--- config.mk ---
export PLATFORM = sky130hd
export DESIGN_NAME = irrigation_zone_scheduler
export DESIGN_NICKNAME = d
export VERILOG_FILES = /design/src/rtl/irrigation_zone_scheduler.sv
export SDC_FILE = /design/constraint.sdc
export NUM_CORES = 1
export LEC_CHECK = 0
export BUFFER_PORTS_ARGS = -buffer_cell sky130_fd_sc_hd__clkbuf_2
export CAP_MARGIN = 20
export CORE_MARGIN = 5
export CORE_UTILIZATION = 55
export CTS_BUF_LIST = sky130_fd_sc_hd__clkbuf_4 sky130_fd_sc_hd__clkbuf_8
export CTS_CLUSTER_DIAMETER = 30
export DETAILED_ROUTE_END_ITERATION = 16
export GPL_ROUTABILITY_DRIVEN = 0
export PLACE_DENSITY = 0.88
export SLEW_MARGIN = 15
export SYNTH_ARGS = -nofsm -noshare
export SYNTH_HDL_FRONTEND = slang
export SYNTH_SLANG_ARGS = --single-unit
--- constraint.sdc ---
create_clock -name clock -period 2.85 [get_ports clock]
set_clock_uncertainty 0.05 [all_clocks]
set_input_delay 0.1425 -clock clock [delete_from_list [all_inputs] [get_ports clock]]
set_output_delay 0.1425 -clock clock [all_outputs]
set_load 0.005 [all_outputs]
--- src/rtl/irrigation_zone_scheduler.sv ---
// irrigation_zone_scheduler
//   Round-robin irrigation controller for N_ZONES beds. Each dry bed gets a timed
//   slot in sprinkler or dripper mode, chosen when the slot opens. The block also
//   checks the water-level probes for faults and drives the tank refill valve and
//   the alarm. Every output is registered.
//
//   Optional feature macro: IRRIGATION_PAUSE_EN
//     defined   -> a PAUSE state of PAUSE_TICKS ticks runs between slots
//     undefined -> a slot ends directly in SCAN
//
//   Ports
//     clock, reset                   system clock; asynchronous active-high reset
//     low/mid/high_water_level       tank probes (1 = water at or above the probe)
//     earth_humidity[N_ZONES]        per-bed soil sensor (0 = dry, needs water)
//     air_humidity, low_temperature  select the irrigation mode
//     enable                         allows the scheduler to run
//     zone_valve[N_ZONES]            one-hot valve of the bed being irrigated
//     splinker_bomb, dripper_valvule sprinkler pump / dripper valve of the open slot
//     water_supply_valvule, alarm    tank refill valve / fault or low-reserve alarm
//     active_zone, remaining, state  status for the display drivers
module irrigation_zone_scheduler #(
   parameter int N_ZONES        = 4,
   parameter int TICK_DIV       = 50,
   parameter int IRRIGATE_TICKS = 180,
   parameter int PAUSE_TICKS    = 5,
   parameter int CNT_W          = 8
) (
   input  logic                       clock,
   input  logic                       reset,
   input  logic                       low_water_level,
   input  logic                       mid_water_level,
   input  logic                       high_water_level,
   input  logic [N_ZONES-1:0]         earth_humidity,
   input  logic                       air_humidity,
   input  logic                       low_temperature,
   input  logic                       enable,
   output logic [N_ZONES-1:0]         zone_valve,
   output logic                       splinker_bomb,
   output logic                       dripper_valvule,
   output logic                       water_supply_valvule,
   output logic                       alarm,
   output logic [$clog2(N_ZONES)-1:0] active_zone,
   output logic [CNT_W-1:0]           remaining,
   output logic [2:0]                 state
);
   // state     | meaning
   // IDLE  (0) | waiting for enable with healthy water levels
   // SCAN  (1) | testing one bed per clock from the pointer
   // IRRIG (2) | valve of active_zone open, remaining counts ticks
   // PAUSE (3) | settle time between slots, all valves closed
   // FAULT (4) | probe conflict or tank empty, everything closed

   localparam int ZW = $clog2(N_ZONES);
   localparam int PW = $clog2(TICK_DIV);
   localparam logic [CNT_W-1:0] IRR_LOAD   = CNT_W'(IRRIGATE_TICKS);
   localparam logic [CNT_W-1:0] PAUSE_LOAD = CNT_W'(PAUSE_TICKS);
`ifdef IRRIGATION_PAUSE_EN
   localparam bit PAUSE_ON = 1'b1;
`else
   localparam bit PAUSE_ON = 1'b0;
`endif

   typedef enum logic [2:0] {
      S_IDLE     = 3'd0,
      S_SCAN     = 3'd1,
      S_IRRIGATE = 3'd2,
      S_PAUSE    = 3'd3,
      S_FAULT    = 3'd4
   } state_t;

   state_t            st, nxt_st;
   logic [ZW-1:0]     ptr, nxt_ptr, nxt_active, miss_cnt, nxt_miss;
   logic [CNT_W-1:0]  nxt_rem;
   logic [PW-1:0]     presc;
   logic              sprinkler_mode, nxt_mode;
   logic              tick, conflict, fault, slot_end;

   assign conflict = (mid_water_level & ~low_water_level) |
                     (high_water_level & ~mid_water_level) |
                     (high_water_level & ~low_water_level);
   assign fault    = conflict | ~low_water_level;
   assign tick     = (presc == PW'(TICK_DIV - 1));
   assign slot_end = earth_humidity[active_zone] | (tick & (remaining == CNT_W'(1)));
   assign state    = st;

   function automatic logic [ZW-1:0] wrap_inc(input logic [ZW-1:0] z);
      return (z == ZW'(N_ZONES - 1)) ? '0 : z + ZW'(1);
   endfunction

   always_comb begin
      nxt_st     = st;
      nxt_ptr    = ptr;
      nxt_active = active_zone;
      nxt_rem    = remaining;
      nxt_mode   = sprinkler_mode;
      nxt_miss   = '0;
      if (fault) begin
         // fault beats a coinciding slot end, so the pointer is not advanced
         nxt_st  = S_FAULT;
         nxt_rem = '0;
      end else if (!enable) begin
         nxt_st = S_IDLE;
      end else begin
         case (st)
            S_IDLE: nxt_st = S_SCAN;
            S_SCAN: begin
               if (!earth_humidity[ptr]) begin
                  nxt_st     = S_IRRIGATE;
                  nxt_active = ptr;
                  nxt_rem    = IRR_LOAD;
                  nxt_mode   = mid_water_level & ~air_humidity & ~low_temperature;
               end else begin
                  nxt_ptr = wrap_inc(ptr);
                  if (miss_cnt == ZW'(N_ZONES - 1)) nxt_st = S_IDLE;
                  else                              nxt_miss = miss_cnt + ZW'(1);
               end
            end
            S_IRRIGATE: begin
               if (slot_end) begin
                  nxt_ptr = wrap_inc(active_zone);
                  if (PAUSE_ON) begin
                     nxt_st  = S_PAUSE;
                     nxt_rem = PAUSE_LOAD;
                  end else begin
                     nxt_st  = S_SCAN;
                     nxt_rem = '0;
                  end
               end else if (tick) begin
                  nxt_rem = remaining - CNT_W'(1);
               end
            end
            S_PAUSE: begin
`ifdef IRRIGATION_PAUSE_EN
               if (tick) begin
                  nxt_rem = remaining - CNT_W'(1);
                  if (remaining == CNT_W'(1)) nxt_st = S_SCAN;
               end
`else
               nxt_st = S_IDLE;
`endif
            end
            S_FAULT: nxt_st = S_IDLE;
            default: nxt_st = S_IDLE;
         endcase
      end
   end

   always_ff @(posedge clock or posedge reset) begin
      if (reset) begin
         st                   <= S_IDLE;
         ptr                  <= '0;
         miss_cnt             <= '0;
         presc                <= '0;
         sprinkler_mode       <= 1'b0;
         active_zone          <= '0;
         remaining            <= '0;
         zone_valve           <= '0;
         splinker_bomb        <= 1'b0;
         dripper_valvule      <= 1'b0;
         water_supply_valvule <= 1'b0;
         alarm                <= 1'b0;
      end else begin
         st             <= nxt_st;
         ptr            <= nxt_ptr;
         miss_cnt       <= nxt_miss;
         sprinkler_mode <= nxt_mode;
         active_zone    <= nxt_active;
         remaining      <= nxt_rem;
         // restart the prescaler on slot/pause entry so the first tick is full length
         if ((nxt_st == S_IRRIGATE || nxt_st == S_PAUSE) && nxt_st != st) presc <= '0;
         else if (tick)                                                  presc <= '0;
         else                                                            presc <= presc + PW'(1);
         zone_valve      <= (nxt_st == S_IRRIGATE) ? (N_ZONES'(1) << nxt_active) : '0;
         splinker_bomb   <= (nxt_st == S_IRRIGATE) &  nxt_mode;
         dripper_valvule <= (nxt_st == S_IRRIGATE) & ~nxt_mode;
         water_supply_valvule <= ~high_water_level & ~conflict;
         alarm                <= conflict | ~mid_water_level;
      end
   end
endmodule

==> metrics.txt <==
Post-Syn Nets=roughly 190; final instance area=between 2000 and 2500 µm²; Hold WC Path Type=input port to register; H-tree depth=2; largest family of logic cells by synthesized area=simple AND/OR/NAND/NOR gates; WL final=around 4100 µm; Comb pwr share=between 20% and 30%; Setup CP Type=register to register; Hold-fix buffers, CTS=4; pin count of the biggest net entering global routing=33; total number of vias=~1,500; Clock Power Share=a little over a quarter; Clock Sinks=32; Main synth FF type=dfrtp_1; Filler cells=roughly 240; Net Switching=0.0003278 W; sw frac=31.18%; Slew @ Worst Pin=0.6475 ns; initial antenna violation count=0; vias in the first global route=1,450; Rows=20; register area share after synthesis=around 46%; hold_ws=0.02736 ns; Starting DRT DRC Count=approximately 120; Area growth, synth to finish=18.35%; die area=~4400 µm²; Post-Synth Simple-Gate Area=between 20% and 30%; Peak Freq=approximately 420 MHz; synthesis-stage register bit count=32; Synth Warn #=0; CTS Buffer Depth=2; compound-cell area share of the yosys netlist=between 10% and 20%; crit-path cells=mux4_2 -> or3_1 -> nor2_1 -> buf_4 -> mux2_2; Root Driver=clkbuf_4; Netlist cell types=53; Final Max Tran Viols=0; Post-Syn Area=around 1700 µm²; Final Cycle Share=83.51%; die width=66.34 µm; global route overflow=0; Num CTS Buffers=5; cells resized by post-CTS repair=0; layout cells sized above 1=~28%; drt via density=5.890; Pint=about 0.00072 W; Port Buffer Count=32; Antenna Cells=0; xor/xnor cell area share of the yosys netlist=about 2.0%; final setup vio count=0; relative slew slack=a little under three fifths; Max-Cap Viols=0; Avg Synthesized Cell Area=between 10 and 15 µm²; DRT Pass-1 Iters=4; ys async rst share=100.0%; crit path capture type=register; Req. time, crit path=~3 ns; Final Util=67.66%; dpl cell area=around 2000 µm²; clock latency on the worst-skew pair=between 0.3 and 0.4 ns; DR DRC count=0; setup TNS=0 ns; worst IR drop on VDD=between 0.0003 and 0.0004 V; CTS tree=built; total global-route track usage=21.19%; unrepaired setup endpoints after global routing=no; Post-CTS Setup Repair Bufs=0; Starting Density=between 50% and 60%; Setup WS pre-CTS=about 0.5 ns; Slowest cell on crit path=mux4_2; Final Hold Viols=0; status=finished, final reports clean; HPWL Detailed=2908 µm; Post-DRT Antenna Nets=0; PD cells=about 510 nW/µm²; setup ws final=between 0.4 and 0.5 ns; die height=66.34 µm; core area=3053 µm²; Worst Path Arrival=about 2.6 ns; post-synthesis mux area share=6.380%; Ports=33; fin crit period=2.380 ns; Reg2Reg Setup Slack=~0.47 ns; Flop pwr share=53.4%; clk slew on worst S/H paths=approximately 0.10 ns; Worst setup SP type=register; nets=~230; Post-synth EDFFs=0; slowest stage delay, CP=around 0.6 ns; Leak=1.012 nW; Synth Area in Adders=around 5%; CP max FO=10; Post-Syn Instances=around 170; global-route wire length before repair=roughly 6900 µm; DR WL/cell=15.92 µm
==> cell usage in the layout, fill, tap and decap left out, types with 3 or more instances in the layout <==
| master | Yosys | layout |
|---|---|---|
| dfrtp_1 | 32 | 32 |
| clkbuf_2 | 0 | 32 |
| nand2_1 | 17 | 17 |
| nor2_1 | 15 | 15 |
| inv_1 | 10 | 10 |
| a21oi_1 | 9 | 9 |
| ha_1 | 7 | 7 |
| nor3_1 | 6 | 6 |
| clkbuf_4 | 0 | 5 |
| or3_1 | 4 | 4 |
| mux2_2 | 4 | 4 |
| a221o_1 | 4 | 4 |
| dlygate4sd3_1 | 0 | 4 |
| or3b_2 | 3 | 3 |
| o21ai_0 | 3 | 3 |
| nand3_1 | 3 | 3 |
| xnor2_1 | 3 | 3 |
| buf_4 | 1 | 3 |
==> flip-flops by register name, summed over array words and instances, names as in the netlist <==
signal and flops:
state 3, alarm 1, active_zone 2, sprinkler_mode 1, water_supply_valvule 1, miss_cnt 2
ptr 2, splinker_bomb 1, dripper_valvule 1, zone_valve 4, presc 6, remaining 8
==> final timing paths <==
kind / startpoint / endpoint / cells after the start
max: ptr[0]$_DFFE_PP0P_ / active_zone[1]$_DFF_PP0_ / 5
min: high_water_level / water_supply_valvule$_DFF_PP0_ / 3
max reg2reg: ptr[0]$_DFFE_PP0P_ / active_zone[1]$_DFF_PP0_ / 5
min reg2reg: miss_cnt[0]$_DFF_PP0_ / miss_cnt[0]$_DFF_PP0_ / 1
max in group asynchronous: reset / miss_cnt[1]$_DFF_PP0_ / 4
min in group asynchronous: reset / remaining[7]$_DFFE_PP0P_ / 4
==> Yosys cell counts (4+ instances only) <==
cell	count	share of area (%)
a21oi_1	9	2.6
nand2_1	17	3.7
mux2_2	4	2.6
or3_1	4	1.4
a221o_1	4	2.3
inv_1	10	2.2
ha_1	7	5.0
nor3_1	6	1.7
dfrtp_1	32	46
nor2_1	15	3.2
==> layer usage <==
| metal | track usage [%] | vias to the layer above | wire length [µm] |
|---|---|---|---|
| met1 | 27.63 | 723 | 1723 |
| li1 | - | 694 | - |
| met5 | 0 | - | 0 |
| met2 | 31.85 | 68 | 1875 |
| met3 | 6.633 | 17 | 317 |
| met4 | 9.898 | 0 | 144 |
==> power by group through the flow <==
stage	registers (W)	logic, W	clock network [W]
after global routing	0.000568	0.000248	0.000307
after CTS	0.000561	0.000214	0.000284
final	0.000562	0.000217	0.000273
after floorplan	0.000552	0.000172	0
after global placement	0.000566	0.000201	0
after detailed placement	0.000568	0.000210	0
==> area by class of cell <==
class,instances,area [µm²],share of cell area (%)
Clock buffer,6,51.30,2.483
Clock inverter,2,10.01,0.4846
Inverter,10,37.54,1.817
Multi-Input combinational cell,122,888.4,43.00
Sequential cell,32,800.8,38.76
Tap cell,44,55.05,2.665
Timing Repair Buffer,39,222.7,10.78
==> cell families (layout without fill, tap and decap cells) <==
kind of cell    after synthesis  in the layout
buf+inv                      12             57
flops                        32             32
xor+xnor                      4              4
compound gates               33             33
fa+ha+maj                     7              7
simple gates                 70             70
mux                           8              8
==> worst max-delay path, delay by kind of cell, from the launching register on <==
family | cells | cell delay [ns]
buffers and inverters | 1 | 0.20
DFF | 1 | 0.50
muxes | 2 | 0.94
and+or+nand+nor | 2 | 0.60
==> metrics by stage <==
step / std cells / power, W
floorplan: 166 / 0.0007247
global placement: 243 / 0.0007670
detailed placement: 243 / 0.0007778
CTS: 255 / 0.001059
global route: 255 / 0.001123
finish: 255 / 0.001051
Note: power is estimated with default switching activity, not from simulation.
